## src/rtl/evo_pkg.sv

```systemverilog
// Shared state encoding, default grid constants and the Life rule for the
// streaming evolution stage.
package evo_pkg;

  typedef enum logic [1:0] {
    IDLE  = 2'd0,
    SCAN  = 2'd1,
    DRAIN = 2'd2,
    FIN   = 2'd3
  } evo_state_t;

  localparam int DEF_M       = 600;
  localparam int DEF_N       = 800;
  localparam int DEF_COORD_W = 12;
  localparam int DEF_ADDR_W  = 24;

  function automatic logic life_next(input logic centre, input logic [3:0] count);
    return (count == 4'd3) || (centre && (count == 4'd2));
  endfunction

endpackage

```

## src/rtl/evo_line_buffer.sv

```systemverilog
// Two cascaded (P_DEPTH)-bit shift lines: o_row1 is the sample shifted in
// P_DEPTH shifts ago, o_row2 the one shifted in 2*P_DEPTH shifts ago.
module evo_line_buffer #(
  parameter int P_DEPTH = 801
) (
  input  logic clk,
  input  logic reset_n,
  input  logic i_shift,
  input  logic i_clear,
  input  logic i_din,
  output logic o_row1,
  output logic o_row2
);

  logic [P_DEPTH-1:0] r_line1;
  logic [P_DEPTH-1:0] r_line2;

  // NOTE: kept in flops rather than a RAM macro because every bit must read as
  // dead after reset and after a one-cycle clear at generation start.
  always_ff @(posedge clk or negedge reset_n) begin
    if (!reset_n) begin
      r_line1 <= '0;
      r_line2 <= '0;
    end else if (i_clear) begin
      r_line1 <= '0;
      r_line2 <= '0;
    end else if (i_shift) begin
      r_line1 <= {r_line1[P_DEPTH-2:0], i_din};
      r_line2 <= {r_line2[P_DEPTH-2:0], r_line1[P_DEPTH-1]};
    end
  end

  assign o_row1 = r_line1[P_DEPTH-1];
  assign o_row2 = r_line2[P_DEPTH-1];

endmodule

```

## src/rtl/evo_stream_engine.sv

```systemverilog
// Streaming Game-of-Life generation stage: raster read, 3x3 window, registered
// next-state write. Optional live-cell count output under `EVO_POPCOUNT_EN.
module evo_stream_engine
  import evo_pkg::*;
#(
  parameter int P_PARAM_M = DEF_M,
  parameter int P_PARAM_N = DEF_N,
  parameter int COORD_W   = DEF_COORD_W,
  parameter int ADDR_W    = DEF_ADDR_W
) (
  input  logic              clk,
  input  logic              reset_n,
  input  logic              start,
  input  logic              clear,
  output logic              rd_en,
  output logic [ADDR_W-1:0] rd_addr,
  input  logic              rd_data,
  output logic              wr_en,
  output logic [ADDR_W-1:0] wr_addr,
  output logic              wr_val,
  output logic              busy,
  output logic              done
`ifdef EVO_POPCOUNT_EN
  ,
  output logic [ADDR_W-1:0] population
`endif
);

  localparam logic [COORD_W-1:0] L_ROW_LAST = COORD_W'(P_PARAM_M);
  localparam logic [COORD_W-1:0] L_COL_LAST = COORD_W'(P_PARAM_N);

  evo_state_t          r_state;
  evo_state_t          w_state_nxt;
  logic [COORD_W-1:0]  r_row;
  logic [COORD_W-1:0]  r_col;
  logic [ADDR_W-1:0]   r_rd_addr;
  logic [ADDR_W-1:0]   r_wr_addr;
  logic [ADDR_W-1:0]   r_wa_next;
  logic                r_drain;
  logic                r_smp_vld;
  logic                r_smp_pad;
  logic                r_smp_eval;
  logic [2:0]          r_win_a;
  logic [2:0]          r_win_b;
  logic                r_wr_en;
  logic                r_wr_val;
  logic                w_start_ok;
  logic                w_in_grid;
  logic                w_scan_end;
  logic                w_sample;
  logic                w_lb_row1;
  logic                w_lb_row2;
  logic [2:0]          w_col_new;
  logic [3:0]          w_count;
  logic                w_next;

  assign w_start_ok = (r_state == IDLE) && start && !clear;
  assign w_in_grid  = (r_row < L_ROW_LAST) && (r_col < L_COL_LAST);
  assign w_scan_end = (r_row == L_ROW_LAST) && (r_col == L_COL_LAST);

  // NOTE: state and all other flops use non-blocking assignments so every
  // process samples the pre-edge values regardless of evaluation order.
  always_ff @(posedge clk or negedge reset_n) begin
    if (!reset_n) r_state <= IDLE;
    else          r_state <= w_state_nxt;
  end

  // NOTE: every output of this block gets a default first so no path can
  // leave one unassigned and infer a latch.
  always_comb begin
    w_state_nxt = r_state;
    rd_en       = 1'b0;
    busy        = 1'b0;
    done        = 1'b0;
    case (r_state)
      IDLE:  if (w_start_ok) w_state_nxt = SCAN;
      SCAN: begin
        rd_en = w_in_grid;
        busy  = 1'b1;
        if (w_scan_end) w_state_nxt = DRAIN;
      end
      DRAIN: begin
        busy = 1'b1;
        if (r_drain) w_state_nxt = FIN;
      end
      FIN: begin
        done        = 1'b1;
        w_state_nxt = IDLE;
      end
      default: w_state_nxt = IDLE;
    endcase
    if (clear) w_state_nxt = IDLE;
  end

  // Scan counters; the read address advances only on real reads, so it stays
  // equal to r*N+c without a multiplier.
  always_ff @(posedge clk or negedge reset_n) begin
    if (!reset_n) begin
      r_row     <= '0;
      r_col     <= '0;
      r_rd_addr <= '0;
      r_drain   <= 1'b0;
    end else if (w_start_ok) begin
      r_row     <= '0;
      r_col     <= '0;
      r_rd_addr <= '0;
      r_drain   <= 1'b0;
    end else if (r_state == SCAN) begin
      if (rd_en) r_rd_addr <= r_rd_addr + 1'b1;
      if (r_col == L_COL_LAST) begin
        r_col <= '0;
        r_row <= r_row + 1'b1;
      end else begin
        r_col <= r_col + 1'b1;
      end
    end else if (r_state == DRAIN) begin
      r_drain <= 1'b1;
    end
  end

  assign rd_addr = r_rd_addr;

  always_ff @(posedge clk or negedge reset_n) begin
    if (!reset_n) begin
      r_smp_vld  <= 1'b0;
      r_smp_pad  <= 1'b0;
      r_smp_eval <= 1'b0;
    end else begin
      r_smp_vld  <= (r_state == SCAN) && !clear;
      r_smp_pad  <= !w_in_grid;
      r_smp_eval <= (r_row != '0) && (r_col != '0);
    end
  end

  assign w_sample = r_smp_vld && !r_smp_pad && rd_data;

  evo_line_buffer #(
    .P_DEPTH (P_PARAM_N + 1)
  ) u_line_buffer (
    .clk     (clk),
    .reset_n (reset_n),
    .i_shift (r_smp_vld),
    .i_clear (w_start_ok),
    .i_din   (w_sample),
    .o_row1  (w_lb_row1),
    .o_row2  (w_lb_row2)
  );

  // Window columns: bit0 = row r-2, bit1 = row r-1, bit2 = row r. The padding
  // column c=N always holds zeros, so it also serves as the left border.
  assign w_col_new = {w_sample, w_lb_row1, w_lb_row2};

  always_ff @(posedge clk or negedge reset_n) begin
    if (!reset_n) begin
      r_win_a <= '0;
      r_win_b <= '0;
    end else if (w_start_ok) begin
      r_win_a <= '0;
      r_win_b <= '0;
    end else if (r_smp_vld) begin
      r_win_a <= r_win_b;
      r_win_b <= w_col_new;
    end
  end

  assign w_count = {3'b000, r_win_a[0]} + {3'b000, r_win_a[1]} + {3'b000, r_win_a[2]}
                 + {3'b000, r_win_b[0]} + {3'b000, r_win_b[2]}
                 + {3'b000, w_col_new[0]} + {3'b000, w_col_new[1]} + {3'b000, w_col_new[2]};
  assign w_next  = life_next(r_win_b[1], w_count);

  always_ff @(posedge clk or negedge reset_n) begin
    if (!reset_n) begin
      r_wr_en   <= 1'b0;
      r_wr_val  <= 1'b0;
      r_wr_addr <= '0;
      r_wa_next <= '0;
    end else begin
      r_wr_en <= r_smp_vld && r_smp_eval && !clear;
      if (w_start_ok) begin
        r_wa_next <= '0;
      end else if (r_smp_vld && r_smp_eval) begin
        r_wr_val  <= w_next;
        r_wr_addr <= r_wa_next;
        r_wa_next <= r_wa_next + 1'b1;
      end
    end
  end

  assign wr_en   = r_wr_en;
  assign wr_addr = r_wr_addr;
  assign wr_val  = r_wr_val;

`ifdef EVO_POPCOUNT_EN
  logic [ADDR_W-1:0] r_pop_acc;
  logic [ADDR_W-1:0] r_population;
  logic [ADDR_W-1:0] w_pop_acc_nxt;

  assign w_pop_acc_nxt = r_pop_acc + {{(ADDR_W-1){1'b0}}, (r_wr_en & r_wr_val)};

  // Published on entry to FIN so it is visible in the done cycle.
  always_ff @(posedge clk or negedge reset_n) begin
    if (!reset_n) begin
      r_pop_acc    <= '0;
      r_population <= '0;
    end else begin
      if (w_start_ok) r_pop_acc <= '0;
      else            r_pop_acc <= w_pop_acc_nxt;
      if ((r_state == DRAIN) && r_drain && !clear) r_population <= w_pop_acc_nxt;
    end
  end

  assign population = r_population;
`endif

endmodule

```

## config.mk

```make
export PLATFORM = sky130hd
export DESIGN_NAME = evo_stream_engine
export DESIGN_NICKNAME = d
export VERILOG_FILES = /design/src/rtl/evo_pkg.sv /design/src/rtl/evo_line_buffer.sv /design/src/rtl/evo_stream_engine.sv
export SDC_FILE = /design/constraint.sdc
export NUM_CORES = 2
export LEC_CHECK = 0
export CORE_ASPECT_RATIO = 1.25
export CORE_MARGIN = 4
export CORE_UTILIZATION = 50
export CTS_BUF_LIST = sky130_fd_sc_hd__clkbuf_8
export CTS_CLUSTER_DIAMETER = 150
export CTS_CLUSTER_SIZE = 8
export DETAILED_ROUTE_END_ITERATION = 12
export PLACE_DENSITY_LB_ADDON = 0.15
export SLEW_MARGIN = 10
export SYNTH_ARGS = -nofsm -noshare
export SYNTH_HDL_FRONTEND = slang
export SYNTH_SLANG_ARGS = --single-unit
```

## constraint.sdc

```tcl
create_clock -name clk -period 8.45 [get_ports clk]
set_input_delay 1.69 -clock clk [delete_from_list [all_inputs] [get_ports clk]]
set_output_delay 1.69 -clock clk [all_outputs]
set_load 0.03 [all_outputs]
```

==> flow_summary.yaml <==
synthesis:
  postSynthRegisterBits: 1708
  ys_dominant_reg_cell: "sky130_fd_sc_hd__dfrtp_1"
  synth_enable_flop_cells: 0
  seq_area_frac_synth: 0.6208
  yosysUniqueCellTypes: 48
  synth-warning-count: 0
  syn_area_per_cell_um2: 12.09
  post_synth_net_total: 5715
  synthCells: 5693
  synth-async-reset-ratio: 1.000
  combined_area_of_all_synthesized_cells_um2: 68840
pwr:
  peakVddDrop_mv: 0.1484
  portion_of_total_power_attributed_to_the_clock_network: 0.318
  switching_portion_of_total_power: 0.2785
  power.net_switching_w: 0.004568
  cell_internal_pwr_w: 0.01184
  power_density_nw_per_um2: 220.5
  power.sequential.fraction: 0.512
  power_w: 0.01640
  comb_power_share: 0.170
  leakagePower_nw: 35.09
global_routing:
  grt_first_pass_wirelength_um: 185100
  grt_busiest_layer: "met2"
  groute.layer.met3.usage: 0.02835
  groute.usage.overall: 0.1459
  met2_usage: 0.2448
  maximum_number_of_pins_on_one_net_before_global_route_repair: 239
  global_route.usage.met1: 0.1904
  grt_antenna_before_repair: 1
  grt_overflow_total: 0
  vias_in_the_first_global_route: 40300
place:
  finalWeightedCongestion: 0.7285
  post_dp_cell_area_um2: 71020
  dp_hpwl_um: 53380
  count_of_port_buffers_added_during_placement: 57
timing:
  max_clock_skew_ps: 32.60
  hold_violations: 0
  final-max-slew-violation-count: 0
  timing.slew.headroom: 0.2266
  period_share: 0.6376
  report.final.setup_viol: 0
  rsz0062_at_grt: "false"
  post-route-min-period_ps: 5388
  setup-tns-final_ps: 0
  max_freq_mhz: 185.6
  worst_slew_pin_tran_ps: 1160
floorplan:
  placeableCoreArea_um2: 136200
  dieArea_um2: 143700
  vert_die_dim_um: 422.9
  top_level_pins: 58
  dieWidth_um: 339.9
  core.rowCount: 151
  initial_utilization: 0.5054
clock_tree:
  max-clock-path-buffers: 3
  postCtsSetupBuffers: 0
  cts-root-buf: "sky130_fd_sc_hd__clkbuf_8"
  cts-buffers-inserted: 231
  cts-hold-fix-buffers: 0
  tritoncts: "done"
  clk-insertion-delay-late_ps: 890
  clock_tree.htree_level_count: 4
  cts_sinks: 1708
  worst_path_clk_slew_ps: 60
  cts.repair.resized: 0
cells_and_area:
  stdcell_area_um2: 74390
  final_util: 0.5461
  area_growth_syn_to_layout_pct: 8.049
  final_cell_mix: "1707 x sky130_fd_sc_hd__dfrtp_1, 1671 x sky130_fd_sc_hd__nor2_1, 1604 x sky130_fd_sc_hd__mux2i_1, 237 x sky130_fd_sc_hd__clkbuf_8, 56 x sky130_fd_sc_hd__clkdlybuf4s50_1"
  num-nets-final: 5671
  fraction_of_layout_cells_with_a_size_suffix_above_1: 0.05845
  layout.cells.most_common: "sky130_fd_sc_hd__dfrtp_1"
critical_path:
  critical-path-slowest-cell: "sky130_fd_sc_hd__clkdlybuf4s50_1"
  timing.critical_path.slowest_cell_delay_ps: 680
  timing.critical_path.to_type: "primary output"
  critPathArrivalTime_ps: 3700
  required_ps: 6760
  setup.worst_path.start_class: "register"
  largest_fanout_on_the_critical_path: 13
  timing.critical_path.cells: "inv_1, ha_1, nand4_1, or2_0, inv_1, clkdlybuf4s50_1"
  critPathKind: "reg2out"
  critPathMostFrequentCell: "sky130_fd_sc_hd__inv_1"
worst_hold_path:
  timing.hold.worst.class: "reg2reg"
drt:
  detail-route-antenna-nets: 0
  post_drt_wl_per_cell_um: 13.69
  drc: 0
  first_iter_violations: 2559
  detail_route.first_pass.iterations: 5
  vias: 38320
  drt-total-wl_um: 102700
  detail_route.vias_per_cell: 5.110
flow_run:
  cap_viol_max_count: 0
status:
  status: "complete, no violations"
-- synth_stat cells (2+ instances only) --
master                      instances  area share
sky130_fd_sc_hd__and4_1             6     0.00076
sky130_fd_sc_hd__xnor2_1           35      0.0045
sky130_fd_sc_hd__or4_1              7     0.00076
sky130_fd_sc_hd__o2111ai_1          7     0.00089
sky130_fd_sc_hd__nand2_1           27      0.0015
sky130_fd_sc_hd__nor2_1          1672       0.091
sky130_fd_sc_hd__nand3b_1           2     0.00022
sky130_fd_sc_hd__nand3_1           26      0.0019
sky130_fd_sc_hd__nor4_1            14      0.0013
sky130_fd_sc_hd__o211ai_1           3     0.00033
sky130_fd_sc_hd__a21oi_1           20      0.0015
sky130_fd_sc_hd__clkbuf_1         368       0.020
sky130_fd_sc_hd__buf_1              9     0.00049
sky130_fd_sc_hd__inv_1             32      0.0017
sky130_fd_sc_hd__xor2_1            19      0.0024
sky130_fd_sc_hd__dfrtp_1         1708        0.62
sky130_fd_sc_hd__o21ai_0           12     0.00087
sky130_fd_sc_hd__mux2i_1         1604        0.23
sky130_fd_sc_hd__o31ai_1            4     0.00044
sky130_fd_sc_hd__mux2_2            24      0.0039
sky130_fd_sc_hd__nand4_1           14      0.0013
sky130_fd_sc_hd__a211oi_1           4     0.00044
sky130_fd_sc_hd__and3_1             8     0.00073
sky130_fd_sc_hd__or2_2              3     0.00027
sky130_fd_sc_hd__fa_1               4      0.0012
sky130_fd_sc_hd__ha_1              13      0.0024
sky130_fd_sc_hd__or3_1              8     0.00073
sky130_fd_sc_hd__a31o_2             2     0.00025
sky130_fd_sc_hd__nor3_1            14      0.0010
sky130_fd_sc_hd__buf_2              4     0.00029
sky130_fd_sc_hd__and2_1             3     0.00027
-- flip-flops by register name (all words and copies together) (netlist names), 2 cells and up --
register,count
u_line_buffer.r_line1,801
u_line_buffer.r_line2,801
r_wa_next,24
rd_addr,24
wr_addr,24
r_col,12
r_row,12
r_state,2
-- per-stage QoR --
| stage | hold slack, ps | setup slack, ps | cells |
|---|---|---|---|
| 2_1_floorplan | 486.0 | 5111 | 5693 |
| 6_report | 501.7 | 3062 | 7500 |
| 4_1_cts | 500.1 | 2932 | 7499 |
| 3_3_place_gp | 492.9 | 3741 | 7252 |
| 5_1_grt | 525.9 | 2701 | 7500 |
| 3_5_place_dp | 496.9 | 3725 | 7252 |
-- power groups by stage --
stage                     registers (W)  clock network [W]  logic (W)
after floorplan                 0.00862                  0    0.00209
after global placement          0.00855                  0    0.00282
after detailed placement        0.00855                  0    0.00284
after CTS                       0.00840            0.00553    0.00284
after global routing            0.00841            0.00584    0.00300
final                           0.00840            0.00522    0.00279
-- worst max-delay path, delay by kind of cell, from the launching register on --
kind	cells	cell delay, ps
fa+ha+maj	1	460
flops	1	400
simple gates	2	990
buf+inv	3	940
-- layout make-up --
| type | count | area (µm²) |
|---|---|---|
| fill | 11690 | 61830 |
| sequential | 1708 | 42740 |
| multi-input combinational | 3572 | 24560 |
| clock buffer | 237 | 3262 |
| tap | 1836 | 2297 |
| timing repair buffer | 104 | 1304 |
| inverter | 32 | 120.1 |
| clock inverter | 10 | 100.1 |
| antenna | 1 | 2.502 |
-- metal layers --
layer  part of all wire  wire [µm]
met2               0.47      48480
met1               0.47      48620
met3              0.031       3215
met4              0.023       2351
met5                  0          0
-- path summary, 6_finish.rpt --
path                                             from                    endpoint  slack [ps]  cells after the start
max in group asynchronous                     reset_n  u_line_buffer.r_line1[370]        5690                      3
min in group asynchronous                     reset_n  u_line_buffer.r_line2[358]         710                      1
min                        u_line_buffer.r_line1[452]  u_line_buffer.r_line1[453]         500                      2
min reg2reg                u_line_buffer.r_line1[452]  u_line_buffer.r_line1[453]         500                      2
max                                        r_state[1]                       rd_en        3060                      6
max reg2reg                                 r_smp_vld  u_line_buffer.r_line1[638]        5050                      4
-- cell families after synthesis --
kind of cell	after synthesis	synth area share
AO/OA/AOI/OAI	60	0.005962
multiplexers	1628	0.2371
buffers and inverters	413	0.02259
XOR/XNOR	54	0.006870
AND/OR/NAND/NOR	1813	0.1031
adder cells (fa/ha/maj)	17	0.003526
flip-flops	1708	0.6208
(Power assumes the default switching activity.)
